==> config.mk <==
export PLATFORM = sky130hd
export DESIGN_NAME = cart_bus_drv
export DESIGN_NICKNAME = d
export VERILOG_FILES = /design/src/rtl/cart_bus_drv.sv
export SDC_FILE = /design/constraint.sdc
export NUM_CORES = 1
export LEC_CHECK = 0
export ABC_AREA = 1
export CORE_ASPECT_RATIO = 1.2
export CORE_MARGIN = 4
export CORE_UTILIZATION = 36
export DETAILED_ROUTE_END_ITERATION = 10
export PLACE_DENSITY = 0.8
export SYNTH_ARGS = -nofsm -noshare
export SYNTH_HDL_FRONTEND = slang
export SYNTH_SLANG_ARGS = --single-unit
==> constraint.sdc <==
create_clock -name clk -period 1.6 [get_ports clk]
set_input_delay 0.24 -clock clk [delete_from_list [all_inputs] [get_ports clk]]
set_output_delay 0.24 -clock clk [all_outputs]
set_load 0.005 [all_outputs]
==> src/rtl/cart_bus_drv.sv <==
// Cartridge data-bus driver: fixed-priority source mux plus transceiver dir/oe sequencing.
// Optional collision counter enabled with `define CART_BUS_COLL_EN.
module cart_bus_drv #(
  parameter int              CHANNELS  = 8,
  parameter int              DW        = 16,
  parameter int              DIR_SETUP = 2,
  parameter int              REL_HOLD  = 1,
  parameter logic [DW-1:0]   IDLE_DATA = 16'h0000
) (
  input  logic                         clk,
  input  logic                         sys_rst,
  input  logic [CHANNELS-1:0]          src_oe,
  input  logic [CHANNELS*DW-1:0]       src_do,
  output logic [DW-1:0]                bus_do,
  output logic                         dat_dir,
  output logic                         dat_oe,
  output logic                         busy,
  output logic [$clog2(CHANNELS)-1:0]  active_ch,
  output logic                         coll_flag,
  output logic [15:0]                  coll_cnt
);

  localparam int CW = $clog2(CHANNELS);
  localparam logic [3:0] SETUP_LD = 4'(DIR_SETUP - 1);
  localparam logic [3:0] REL_LD   = 4'(REL_HOLD);

  typedef enum logic [1:0] {IDLE, SETUP, DRIVE, RELEASE} state_e;

  state_e            state_q, state_d;
  logic [3:0]        cnt_q, cnt_d;
  logic [DW-1:0]     bus_do_q, bus_do_d;
  logic [CW-1:0]     active_ch_q, active_ch_d;
  logic              any_oe;
  logic [CW-1:0]     grant;
  logic [DW-1:0]     grant_data;

  assign any_oe = |src_oe;

  // Descending scan so the lowest requesting index wins.
  always_comb begin
    grant      = '0;
    grant_data = IDLE_DATA;
    for (int i = CHANNELS - 1; i >= 0; i--) begin
      if (src_oe[i]) begin
        grant      = CW'(i);
        grant_data = src_do[i*DW +: DW];
      end
    end
  end

  always_ff @(posedge clk or posedge sys_rst) begin
    if (sys_rst) begin
      state_q     <= IDLE;
      cnt_q       <= '0;
      bus_do_q    <= IDLE_DATA;
      active_ch_q <= '0;
    end else begin
      state_q     <= state_d;
      cnt_q       <= cnt_d;
      bus_do_q    <= bus_do_d;
      active_ch_q <= active_ch_d;
    end
  end

  always_comb begin
    state_d = state_q;
    cnt_d   = cnt_q;
    case (state_q)
      IDLE: begin
        if (any_oe) begin
          state_d = SETUP;
          cnt_d   = SETUP_LD;
        end
      end
      SETUP: begin
        if (!any_oe) begin
          state_d = RELEASE;
          cnt_d   = REL_LD;
        end else if (cnt_q == 4'd0) begin
          state_d = DRIVE;
        end else begin
          cnt_d = cnt_q - 4'd1;
        end
      end
      DRIVE: begin
        if (!any_oe) begin
          state_d = RELEASE;
          cnt_d   = REL_LD;
        end
      end
      RELEASE: begin
        // Direction is already outward, so a new request re-enables without setup.
        if (any_oe) begin
          state_d = DRIVE;
        end else if (cnt_q == 4'd0) begin
          state_d = IDLE;
        end else begin
          cnt_d = cnt_q - 4'd1;
        end
      end
      default: state_d = IDLE;
    endcase
  end

  always_comb begin
    dat_dir = (state_q != IDLE);
    dat_oe  = (state_q != DRIVE);
    busy    = (state_q != IDLE);
  end

  always_comb begin
    bus_do_d    = bus_do_q;
    active_ch_d = active_ch_q;
    if (any_oe) begin
      bus_do_d    = grant_data;
      active_ch_d = grant;
    end else if (state_q == IDLE) begin
      bus_do_d = IDLE_DATA;
    end
  end

  assign bus_do    = bus_do_q;
  assign active_ch = active_ch_q;

`ifdef CART_BUS_COLL_EN
  logic [CHANNELS-1:0] prev_oe_q, prev_oe_d;
  logic                coll_flag_q, coll_flag_d;
  logic [15:0]         coll_cnt_q, coll_cnt_d;
  logic                multi_oe;

  // A new overlap pattern while driving counts once; a held overlap does not.
  always_comb begin
    multi_oe    = (src_oe & (src_oe - CHANNELS'(1))) != '0;
    prev_oe_d   = src_oe;
    coll_flag_d = (state_q == DRIVE) && multi_oe && (src_oe != prev_oe_q);
    coll_cnt_d  = coll_cnt_q;
    if (coll_flag_d && (coll_cnt_q != 16'hFFFF)) begin
      coll_cnt_d = coll_cnt_q + 16'd1;
    end
  end

  always_ff @(posedge clk or posedge sys_rst) begin
    if (sys_rst) begin
      prev_oe_q   <= '0;
      coll_flag_q <= 1'b0;
      coll_cnt_q  <= '0;
    end else begin
      prev_oe_q   <= prev_oe_d;
      coll_flag_q <= coll_flag_d;
      coll_cnt_q  <= coll_cnt_d;
    end
  end

  assign coll_flag = coll_flag_q;
  assign coll_cnt  = coll_cnt_q;
`else
  assign coll_flag = 1'b0;
  assign coll_cnt  = 16'h0000;
`endif

endmodule

==> results of run 1 <==
tightest hold or removal path, cell delays in order:
cell             delay, ns
clkdlybuf4s50_1       0.39
inv_1                 0.05
buf_4                 0.31
sequential cells by signal, indices dropped and copies added (netlist names):
register   flops
state_q        2
bus_do        16
active_ch      3
cnt_q          4
cells in the mapped netlist:
master	count	area [µm²]
clkinv_2	1	5.000
buf_4	19	142.6
buf_2	11	55.05
nor2_1	53	198.9
nand2_1	187	701.9
clkbuf_1	7	26.28
inv_1	36	135.1
o22ai_1	16	100.1
or2_2	16	100.1
o21ai_0	6	30.03
nand2_2	3	18.77
nand3_1	26	130.1
nor2_2	2	12.51
xor2_1	1	8.760
o21ai_1	2	10.01
a21oi_1	34	170.2
nor2_4	2	22.52
inv_2	2	7.510
a22oi_1	1	7.510
buf_6	4	45.04
o21bai_1	1	7.510
o211a_1	1	10.01
dfrtp_1	25	625.6
ha_1	1	12.51
conb_1	1	3.750
worst min-delay path by stage:
| stage | startpoint | slack [ns] | end | cells past startpoint |
|---|---|---|---|---|
| floorplan | sys_rst | 0.27 | active_ch[0]$_DFFE_PP0P_ | 1 |
| global placement | bus_do[8]$_DFFE_PP0P_ | 0.46 | bus_do[8]$_DFFE_PP0P_ | 2 |
| detailed placement | bus_do[0]$_DFFE_PP0P_ | 0.46 | bus_do[0]$_DFFE_PP0P_ | 2 |
| CTS | sys_rst | 0.31 | state_q[1]$_DFFE_PP0P_ | 3 |
| global route | sys_rst | 0.36 | state_q[1]$_DFFE_PP0P_ | 3 |
| finish | sys_rst | 0.31 | bus_do[13]$_DFFE_PP0P_ | 3 |
layout make-up:
type | count | area, µm² | share of cell area (%)
flip-flops and latches | 25 | 625.6 | 14.41
clock buffers | 3 | 41.29 | 0.9513
inverters | 39 | 147.6 | 3.402
multi-input cells | 369 | 1615 | 37.22
repair buffers | 182 | 1794 | 41.34
clock inverters | 1 | 7.507 | 0.1730
well taps | 87 | 108.9 | 2.508
layer usage:
metal  wire length (µm)  GRT usage (%)
met1               3653          25.34
met2               4633          37.02
met3                787          4.579
met4                138          4.385
met5                  0              0
power groups by stage:
stage,Combinational [W],Clock (W),Sequential [W]
final,0.00130,0.000389,0.000793
after global routing,0.00145,0.000412,0.000804
after CTS,0.00129,0.000401,0.000791
after detailed placement,0.00125,0,0.000806
after global placement,0.00121,0,0.000805
after floorplan,0.000645,0,0.000795
timing repair:
| action | CTS | global route |
|---|---|---|
| endpoints found under the setup margin | 3 | 6 |
| gates resized for setup | 3 | 5 |
| cloned | 0 | 0 |
| buffers inserted | 4 | 0 |
kinds of logic after synthesis:
family                     after synthesis
buffers and inverters                   80
xor gates and xnor gates                 1
and+or+nand+nor                        289
DFF                                     25
other                                    1
AOI/OAI and AO/OA                       61
adders and majority gates                1
stage by stage:
stage               total power [W]  setup TNS, ns  hold slack, ns
global placement           0.002015        -0.8415          0.4618
floorplan                  0.001440              0          0.2673
global route               0.002668              0          0.3595
detailed placement         0.002054         -1.264          0.4650
finish                     0.002485              0          0.3072
CTS                        0.002483              0          0.3102
==> flow_summary_export.csv, run 1 <==
group,metric,value,unit
outcome,status,"complete, no violations",
power,p_comb_share,52.5,%
critical_path,slowest_stage,"clkdlybuf4s50_1",
drt,drcViolationCount,0,
synthesis,synthAdderAreaFrac,0.4836,%
finish,fin_cells,706,
critical_path,setup.worst_path.end,"dat_oe",
finish,syn_to_final_growth,67.75,%
floorplanning,placementRows,33,
global_routing,grt_use_total,20.70,%
power,cellInternalPower,0.001609,W
critical_path,rr_startpoint,"cnt_q[0]$_DFFE_PP0P_",
finish,layout-drive-gt1-share,9.370,%
timing,hold_violations,0,
placed_design,placedInstanceArea,4247,µm²
finish,final_cell_area,4340,µm²
critical_path,crit_family,"buffers and inverters",
global_routing,antenna_found_initial,0,
power,p_switching,0.0008764,W
placed_design,dp_hpwl,7767,µm
critical_path,cp_num_buf_inv,2,
power,pwr-share-seq,31.9,%
finish,diodes,0,
cts,ctsHtreeMaxLevel,1,
synthesis,synth-seq-area-share,24.18,%
timing,setup_violations,0,
critical_path,cp-start-kind,"flop",
floorplanning,die_w,85.39,µm
finish,fillCellCount,659,
placed_design,dp_slack,-0.09869,ns
critical_path,worst-r2r-cell-count,7,
placed_design,globalplace.congestion,0.8084,
floorplanning,initial_core_util,37.52,%
drt,drt-wirelength-per-cell,13.05,µm
global_routing,overflow,0,
timing,setup_ws,0.03516,ns
power,power_leakage,2.138,nW
finish,finalNetCount,759,
drt,ant_nets,0,
synthesis,yosys.area_share.simple,45.79,%
synthesis,syn_area,2587,µm²
synthesis,synth_cell_type_count,25,
cts,cts_tree,"yes",
timing,finalCritPeriodShare,97.80,%
critical_path,path_depth,3,
synthesis,synth_compound_area_share,12.96,%
cts,cts-root-buf,"clkbuf_8",
critical_path,critPathCaptureType,"output port",
placed_design,place_inst,698,
finish,final_common_cell,"nand2_1",
cts,worstSkewPairLatency,0.27,ns
hold_path,min_path_type,"primary input to asynchronous set/reset pin",
global_routing,grt_start_max_net_pins,34,
synthesis,synth-seq-cells,25,
critical_path,r2r_slack,0.20,ns
floorplanning,pin_count,177,
synthesis,synth_xor_area_share,0.3385,%
synthesis,muxShareOfSynthArea,0,%
drt,wirelength,9213,µm
floorplanning,die_h,100.9,µm
synthesis,syn_avg_cell_area,5.650,µm²
critical_path,worstPathMaxFanout,6,
synthesis,synth_top_family_by_area,"simple AND/OR/NAND/NOR gates",
critical_path,startpoint,"state_q[0]$_DFFE_PP0P_",
timing,fmax,639.0,MHz
cts,cts_hold_buf,0,
power,clock_power_share,15.6,%
synthesis,yosysWarnings,0,
finish,layout_common_cells,"nand2_1 (185), clkdlybuf4s50_1 (157), nor2_1 (53)",
power,p_sw_share,35.26,%
drt,vias,3298,
cts,cts_buffers,3,
floorplanning,core,6895,µm²
critical_path,cp_cell_sequence,"inv_2 -> nand2_2 -> clkdlybuf4s50_1",
cts,clk_pin_slew,0.09,ns
synthesis,syn_inst,458,
critical_path,critPathKind,"flop to output port",
power,powerDensity,572.6,nW/µm²
floorplanning,die_area,8613,µm²
timing,rsz0062_at_grt,"false",
critical_path,crit_path_max_incr_delay,0.45,ns
critical_path,crit_arrival,1.32,ns
flow_run,max_cap_viol_count,0,
drt,drt-vias-per-instance,4.671,
timing,slew_viol_final,0,
timing,fin_skew,0.005174,ns
drt,drtIter0Drc,160,
global_routing,grt_pass1_vias,3147,
cts,cts_sinks,25,
critical_path,crit_required,1.36,ns
global_routing,grt_pass1_wl,14540,µm
cts,cts.path.max_buffers,2,
timing,fin_crit,1.565,ns
power,ir_drop,0.0004910,V
finish,final_core_util,62.95,%
placed_design,io_buffers,159,
drt,firstDrtPassIters,4,
critical_path,r2r_end,"state_q[0]$_DFFE_PP0P_",
(Power assumes the default switching activity.)
==> run 2: changes to the inputs <==
Settings changed: CTS_CLUSTER_DIAMETER set to 30.
==> results of run 2 <==
Same layout as run 1: the final DEF is identical, and so are final timing and power.
